[src/rtl/key_pkg.sv]
// Shared types and timing constants for the push-button conditioning block.
package key_pkg;

    typedef enum logic [1:0] {
        IDLE       = 2'd0,
        PRESS_FILT = 2'd1,
        PRESSED    = 2'd2,
        REL_FILT   = 2'd3
    } key_state_e;

    localparam int DEB_10MS_100MHZ = 1000000;
    localparam int LONG_1S_100MHZ  = 100000000;

    // Bits needed to hold values 0..v-1; never less than 1.
    function automatic int clog2w(input longint v);
        int w;
        w = 1;
        for (int i = 1; i < 40; i++) begin
            if ((64'd1 << i) < v) w = i + 1;
        end
        return w;
    endfunction

endpackage

[src/rtl/key_filter_ch.sv]
// One key channel: 2-flop synchroniser, debounce FSM, hold counter for long-press.
// Outputs are registered, DEBOUNCE_CYCLES+2 cycles after a stable raw change.
module key_filter_ch
    import key_pkg::*;
#(
    parameter int DEBOUNCE_CYCLES = DEB_10MS_100MHZ,
    parameter int LONG_CYCLES     = LONG_1S_100MHZ,
    parameter bit ACTIVE_LOW      = 1'b0
) (
    input  logic clk,
    input  logic rst,
    input  logic key_i,
    output logic level_o,
    output logic press_o,
    output logic release_o,
    output logic long_o
);

    localparam int DW = clog2w(longint'(DEBOUNCE_CYCLES) + 1);
    localparam int HW = clog2w(longint'(LONG_CYCLES) + 1);
    localparam logic [DW-1:0] DEB_MAX  = DW'(DEBOUNCE_CYCLES);
    localparam logic [HW-1:0] LONG_MAX = HW'(LONG_CYCLES);
    localparam logic          RAW_IDLE = ACTIVE_LOW;

    key_state_e    state_q, state_d;
    logic          sync1_q, sync2_q, s;
    logic [DW-1:0] deb_cnt_q, deb_cnt_d;
    logic [HW-1:0] hold_cnt_q, hold_cnt_d;
    logic          long_done_q, long_done_d;
    logic          level_q, level_d, press_q, press_d;
    logic          release_q, release_d, long_q, long_d;
    logic          holding, accept_press, accept_rel, long_fire;

    always_ff @(posedge clk or posedge rst) begin
        if (rst) begin
            sync1_q <= RAW_IDLE;
            sync2_q <= RAW_IDLE;
        end else begin
            sync1_q <= key_i;
            sync2_q <= sync1_q;
        end
    end

    assign s = sync2_q ^ RAW_IDLE;

    always_ff @(posedge clk or posedge rst) begin
        if (rst) state_q <= IDLE;
        else     state_q <= state_d;
    end

    always_comb begin
        state_d = state_q;
        unique case (state_q)
            IDLE:       if (s) state_d = PRESS_FILT;
            PRESS_FILT: if (!s) state_d = IDLE;
                        else if (deb_cnt_q == DEB_MAX) state_d = PRESSED;
            PRESSED:    if (!s) state_d = REL_FILT;
            REL_FILT:   if (s) state_d = PRESSED;
                        else if (deb_cnt_q == DEB_MAX) state_d = IDLE;
            default:    state_d = IDLE;
        endcase
    end

    always_comb begin
        deb_cnt_d    = deb_cnt_q;
        accept_press = 1'b0;
        accept_rel   = 1'b0;
        unique case (state_q)
            IDLE:       deb_cnt_d = s ? DW'(1) : '0;
            PRESS_FILT: if (!s) deb_cnt_d = '0;
                        else if (deb_cnt_q == DEB_MAX) begin
                            accept_press = 1'b1;
                            deb_cnt_d    = '0;
                        end else deb_cnt_d = deb_cnt_q + DW'(1);
            PRESSED:    deb_cnt_d = s ? '0 : DW'(1);
            REL_FILT:   if (s) deb_cnt_d = '0;
                        else if (deb_cnt_q == DEB_MAX) begin
                            accept_rel = 1'b1;
                            deb_cnt_d  = '0;
                        end else deb_cnt_d = deb_cnt_q + DW'(1);
            default:    deb_cnt_d = '0;
        endcase

        // A release bounce back into PRESSED keeps the hold count, so one press gives one long pulse.
        holding   = (state_q == PRESSED) || (state_q == REL_FILT);
        long_fire = holding && (hold_cnt_q == LONG_MAX) && !long_done_q;

        hold_cnt_d = hold_cnt_q;
        if (accept_press)                        hold_cnt_d = HW'(1);
        else if (holding && hold_cnt_q != LONG_MAX) hold_cnt_d = hold_cnt_q + HW'(1);

        long_done_d = long_done_q;
        if (accept_press)   long_done_d = 1'b0;
        else if (long_fire) long_done_d = 1'b1;

        level_d = level_q;
        if (accept_press)    level_d = 1'b1;
        else if (accept_rel) level_d = 1'b0;

        press_d   = accept_press;
        release_d = accept_rel;
        long_d    = long_fire;
    end

    always_ff @(posedge clk or posedge rst) begin
        if (rst) begin
            deb_cnt_q   <= '0;
            hold_cnt_q  <= '0;
            long_done_q <= 1'b0;
            level_q     <= 1'b0;
            press_q     <= 1'b0;
            release_q   <= 1'b0;
            long_q      <= 1'b0;
        end else begin
            deb_cnt_q   <= deb_cnt_d;
            hold_cnt_q  <= hold_cnt_d;
            long_done_q <= long_done_d;
            level_q     <= level_d;
            press_q     <= press_d;
            release_q   <= release_d;
            long_q      <= long_d;
        end
    end

    assign level_o   = level_q;
    assign press_o   = press_q;
    assign release_o = release_q;
    assign long_o    = long_q;

endmodule

[src/rtl/key_filter.sv]
// Debounced key conditioning for NUM_KEYS buttons plus a 2-bit frequency select
// that steps one cycle after each accepted press of key FREQ_KEY.
module key_filter
    import key_pkg::*;
#(
    parameter int NUM_KEYS        = 4,
    parameter int DEBOUNCE_CYCLES = DEB_10MS_100MHZ,
    parameter int LONG_CYCLES     = LONG_1S_100MHZ,
    parameter bit ACTIVE_LOW      = 1'b0,
    parameter int FREQ_KEY        = 1
) (
    input  logic                clk,
    input  logic                rst,
    input  logic [NUM_KEYS-1:0] key_in,
    output logic [NUM_KEYS-1:0] key_level,
    output logic [NUM_KEYS-1:0] key_press,
    output logic [NUM_KEYS-1:0] key_release,
    output logic [NUM_KEYS-1:0] key_long,
    output logic [1:0]          freq_sel
);

    if (NUM_KEYS < 1 || NUM_KEYS > 8) begin : g_bad_num_keys
        $error("key_filter: NUM_KEYS must be 1..8");
    end
    if (DEBOUNCE_CYCLES < 1) begin : g_bad_debounce
        $error("key_filter: DEBOUNCE_CYCLES must be >= 1");
    end
    if (LONG_CYCLES <= DEBOUNCE_CYCLES) begin : g_bad_long
        $error("key_filter: LONG_CYCLES must exceed DEBOUNCE_CYCLES");
    end
    if (FREQ_KEY < 0 || FREQ_KEY >= NUM_KEYS) begin : g_bad_freq_key
        $error("key_filter: FREQ_KEY must be < NUM_KEYS");
    end

    logic [NUM_KEYS-1:0] press_w;
    logic [1:0]          freq_sel_q;

    for (genvar g = 0; g < NUM_KEYS; g++) begin : g_ch
        key_filter_ch #(
            .DEBOUNCE_CYCLES (DEBOUNCE_CYCLES),
            .LONG_CYCLES     (LONG_CYCLES),
            .ACTIVE_LOW      (ACTIVE_LOW)
        ) u_ch (
            .clk       (clk),
            .rst       (rst),
            .key_i     (key_in[g]),
            .level_o   (key_level[g]),
            .press_o   (press_w[g]),
            .release_o (key_release[g]),
            .long_o    (key_long[g])
        );
    end

    always_ff @(posedge clk or posedge rst) begin
        if (rst) freq_sel_q <= 2'b00;
        else     freq_sel_q <= freq_sel_q + 2'(press_w[FREQ_KEY]);
    end

    assign key_press = press_w;
    assign freq_sel  = freq_sel_q;

endmodule
[config.mk]
export PLATFORM = sky130hd
export DESIGN_NAME = key_filter
export DESIGN_NICKNAME = d
export VERILOG_FILES = /design/src/rtl/key_pkg.sv /design/src/rtl/key_filter_ch.sv /design/src/rtl/key_filter.sv
export SDC_FILE = /design/constraint.sdc
export NUM_CORES = 1
export LEC_CHECK = 0
export ABC_AREA = 1
export BUFFER_PORTS_ARGS = -buffer_cell sky130_fd_sc_hd__buf_4
export CAP_MARGIN = 20
export CORE_MARGIN = 2
export CORE_UTILIZATION = 60
export CTS_CLUSTER_SIZE = 12
export DETAILED_ROUTE_END_ITERATION = 10
export PLACE_DENSITY = 0.77
export SETUP_SLACK_MARGIN = 0.05
export SLEW_MARGIN = 20
export SYNTH_ARGS = -nofsm -noshare
export SYNTH_HDL_FRONTEND = slang
export SYNTH_SLANG_ARGS = --single-unit
[constraint.sdc]
create_clock -name clk -period 16.8 [get_ports clk]
set_input_delay 3.36 -clock clk [delete_from_list [all_inputs] [get_ports clk]]
set_output_delay 3.36 -clock clk [all_outputs]
set_load 0.02 [all_outputs]
==> qor.csv <==
stage;metric;value;unit
outcome;result of the run;finished, final reports clean;
global_routing;gr ovfl total;0;
drt;number of DRC markers after the initial detailed-route iteration;905;
clock_tree;number of buffers added by the clock tree synthesis step;27;
setup_path;series of cell instances along the critical path;buf_4;
sta;final worst path period need;4530;ps
placed_design;number of buffer cells added on primary ports;23;
drt;total detailed-routing wirelength;31.9;mm
global_routing;global-route wire length before repair;55.9;mm
setup_path;sort of element at the end of the critical path;output pin;
sta;worst slew margin relative to its limit;46.9;%
clock_tree;H-tree Lvls;1;
logic_synthesis;Seq/Total Area, Yosys;39.3;%
floorplan;number of placement rows;56;
drt;number of iterations in the first detailed-routing pass;5;
placed_design;cell area after placement;0.0146;mm^2
clock_tree;count of buffers added by post-CTS timing repair for setup;0;
drt;residual DRC count;0;
setup_path;cell with the largest stage delay on the worst path;sky130_fd_sc_hd__dfrtp_1;
logic_synthesis;Post-synth ARST share;100;%
clock_tree;count of hold-fix buffers inserted at cts;0;
sta;post-route worst hold slack;353;ps
logic_synthesis;area fraction of the dominant cell type after synthesis;39.3;%
logic_synthesis;cells after synthesis;2114;
placed_design;final weighted congestion in routability-driven placement;0.941;
sta;setup repair after global routing missed its margin;no;
global_routing;number of antenna violations at the first check in global routing;0;
logic_synthesis;Synthesis Warnings;0;
finish;area growth from synthesis to final layout;8.13;%
logic_synthesis;largest area contributor in the netlist;sky130_fd_sc_hd__dfrtp_1;
floorplan;total core area;0.0235;mm^2
power;IR Drop Worst-Case VDD;0.0779;mV
setup_path;Arrival @ worst endpoint;1170;ps
clock_tree;number of cells upsized or downsized after cts;0;
logic_synthesis;number of storage elements in the synthesis netlist;226;
clock_tree;CTS Root Buffer Type;sky130_fd_sc_hd__clkbuf_16;
sta;largest clock skew in the final design;17.7;ps
sta;Setup TNS;0;ps
logic_synthesis;dominant register cell in the synthesized netlist;sky130_fd_sc_hd__dfrtp_1;
power;Clk network pwr share;50.1;%
logic_synthesis;post-synthesis instance area;0.0144;mm^2
power;Internal Dissipation;0.904;mW
power;part of the power in combinational logic;2.3;%
setup_path;Setup crit start kind;flop;
logic_synthesis;synth unique cells;37;
finish;number of nets in the final layout;2136;
job;max-capacitance violation count;0;
floorplan;height of the chip;159;um
sta;total of endpoints with negative setup slack in the final report;0;
clock_tree;number of sinks driven by the clock tree;226;
clock_tree;clock latency of the later-clocked register in the worst-skew pair;540;ps
power;proportion of power drawn by flip-flops and latches;47.6;%
drt;average wire per standard cell;13.0;um
finish;commonest cells after routing, fill and taps aside;sky130_fd_sc_hd__nand2_1, sky130_fd_sc_hd__nor2_1, sky130_fd_sc_hd__nand3_1;
finish;total inserted antenna cells;0;
power;total power density per cell area;74.5;mW/mm^2
finish;post-route standard cell area excluding fillers;0.0156;mm^2
setup_path;Critical Path Max Stage Delay;440;ps
sta;highest clock rate;221;MHz
drt;routed via count;13000;
power;switching part of the total;22.0;%
setup_path;critical path start-end classification;flop to output pin;
clock_tree;clock tree from TritonCTS;built;
global_routing;via count of the first global-routing pass;12300;
drt;Vias per Instance;5.30;
floorplan;floorplan die area;0.0252;mm^2
clock_tree;Reg clk slew, reported paths;60;ps
logic_synthesis;Post-synth EDFFs;0;
sta;number of hold-slack violations in the final timing report;0;
finish;share of post-route cells with drive strength above 1;5.11;%
floorplan;Top-Level Pins;24;
sta;Final period util;27.0;%
power;Leakage Power;7.26;nW
logic_synthesis;Synth Net Count;2137;
placed_design;total half-perimeter wirelength after legalization and detailed placement;22.5;mm
logic_synthesis;synthesized area per cell;6.80;um^2
setup_path;kind of cell adding the most delay to the critical path;flip-flops;
worst_hold_path;classification of the worst-slack hold path;flop to flop;
power;power spent charging and discharging nets;0.255;mW
floorplan;width of the die;159;um
clock_tree;maximum count of clock buffers along a single path;3;
setup_path;crit path buf inv count;1;
sta;slew of the pin with the lowest slew margin;794;ps
global_routing;total track usage;25.7;%
setup_path;largest fanout on the critical path;2;
finish;most frequent standard cell in the layout excluding fill and tap cells;sky130_fd_sc_hd__nand2_1;
logic_synthesis;dominant cells by area after synthesis;sky130_fd_sc_hd__dfrtp_1, sky130_fd_sc_hd__nand2_1, sky130_fd_sc_hd__nand3_1;
drt;Detail Route Antenna Nets;0;
global_routing;maximum number of pins on one net before global-route repair;145;
floorplan;Initial Utilization;61.3;%
setup_path;data required time of the worst path;13440;ps
sta;fin. max-slew vios;0;
-- Yosys cell counts (12+ instances only) --
library cell / count
sky130_fd_sc_hd__nand2_1: 649
sky130_fd_sc_hd__nand3b_1: 32
sky130_fd_sc_hd__buf_4: 16
sky130_fd_sc_hd__ha_1: 17
sky130_fd_sc_hd__o21ai_0: 29
sky130_fd_sc_hd__nand3_1: 296
sky130_fd_sc_hd__nand4_1: 44
sky130_fd_sc_hd__nor3_1: 43
sky130_fd_sc_hd__dfrtp_1: 226
sky130_fd_sc_hd__xnor2_1: 17
sky130_fd_sc_hd__nor2_2: 12
sky130_fd_sc_hd__xor2_1: 72
sky130_fd_sc_hd__nor2_1: 362
sky130_fd_sc_hd__buf_2: 28
sky130_fd_sc_hd__inv_1: 209
-- area by class of cell --
class | count | area, um^2
fill | 2099 | 7920
sequential | 226 | 5660
tap | 319 | 399
inverter | 215 | 815
clock inverter | 11 | 124
clock buffer | 39 | 771
multi-input combinational | 1612 | 7520
timing repair buffer | 31 | 268
-- final timing paths --
| kind | from | endpoint | slack [ps] | cells after the start |
|---|---|---|---|---|
| min in group asynchronous | rst | g_ch[1].u_ch.level_o$_DFFE_PP0P_ | 2840 | 2 |
| worst min register to register | g_ch[1].u_ch.sync1_q$_DFF_PP0_ | g_ch[1].u_ch.s$_DFF_PP0_ | 350 | 0 |
| max in group asynchronous | rst | g_ch[2].u_ch.deb_cnt_q[4]$_DFF_PP0_ | 12860 | 3 |
| worst min-delay path | g_ch[1].u_ch.sync1_q$_DFF_PP0_ | g_ch[1].u_ch.s$_DFF_PP0_ | 350 | 0 |
| worst max register to register | g_ch[0].u_ch.deb_cnt_q[0]$_DFF_PP0_ | g_ch[0].u_ch.hold_cnt_q[19]$_DFFE_PP0P_ | 14430 | 10 |
| worst max-delay path | g_ch[1].u_ch.press_o$_DFF_PP0_ | key_press[1] | 12270 | 1 |
-- per-layer routing --
metal	share of wire [%]	wire, um	global-route usage (%)
met4	2.3	746	6.92
met1	46	14600	34.3
met3	4.4	1410	3.50
met5	0	0	0
met2	47	15100	43.9
-- state kept, by name (all words and copies together) (netlist names), named ones only --
name / flops
g_ch.u_ch.long_o: 4
g_ch.u_ch.press_o: 4
g_ch.u_ch.level_o: 4
g_ch.u_ch.release_o: 4
g_ch.u_ch.long_done_q: 4
freq_sel: 2
g_ch.u_ch.deb_cnt_q: 80
g_ch.u_ch.state_q: 4
g_ch.u_ch.sync1_q: 4
g_ch.u_ch.s: 4
g_ch.u_ch.hold_cnt_q: 108
-- kinds of logic (layout without fill, tap and decap cells) --
group           Yosys count  count (layout)  share of synthesized area, %
flops                   226             226                          39.3
xor+xnor                 89              89                          5.42
simple gates           1458            1458                          43.5
fa+ha+maj                17              17                          1.48
buf+inv                 276             296                          8.39
compound gates           48              48                          1.92
-- metrics by stage --
stage | total power [mW] | worst slack [ps] | std cells | util [%]
floorplan | 0.581 | 7250 | 2114 | -
global placement | 0.587 | 11480 | 2399 | 62.2
detailed placement | 0.588 | 11440 | 2399 | 62.2
CTS | 1.17 | 12010 | 2449 | 66.0
global route | 1.20 | 12260 | 2453 | 66.3
finish | 1.16 | 12270 | 2453 | 66.3
-- power groups by stage --
stage	clock network, mW	logic (mW)	registers (mW)
2_1_floorplan	0	0.0206	0.560
6_report	0.581	0.0272	0.551
4_1_cts	0.593	0.0276	0.551
3_5_place_dp	0	0.0275	0.561
3_3_place_gp	0	0.0266	0.561
5_1_grt	0.620	0.0326	0.551
No activity file was read; power rests on OpenSTA's default activity.
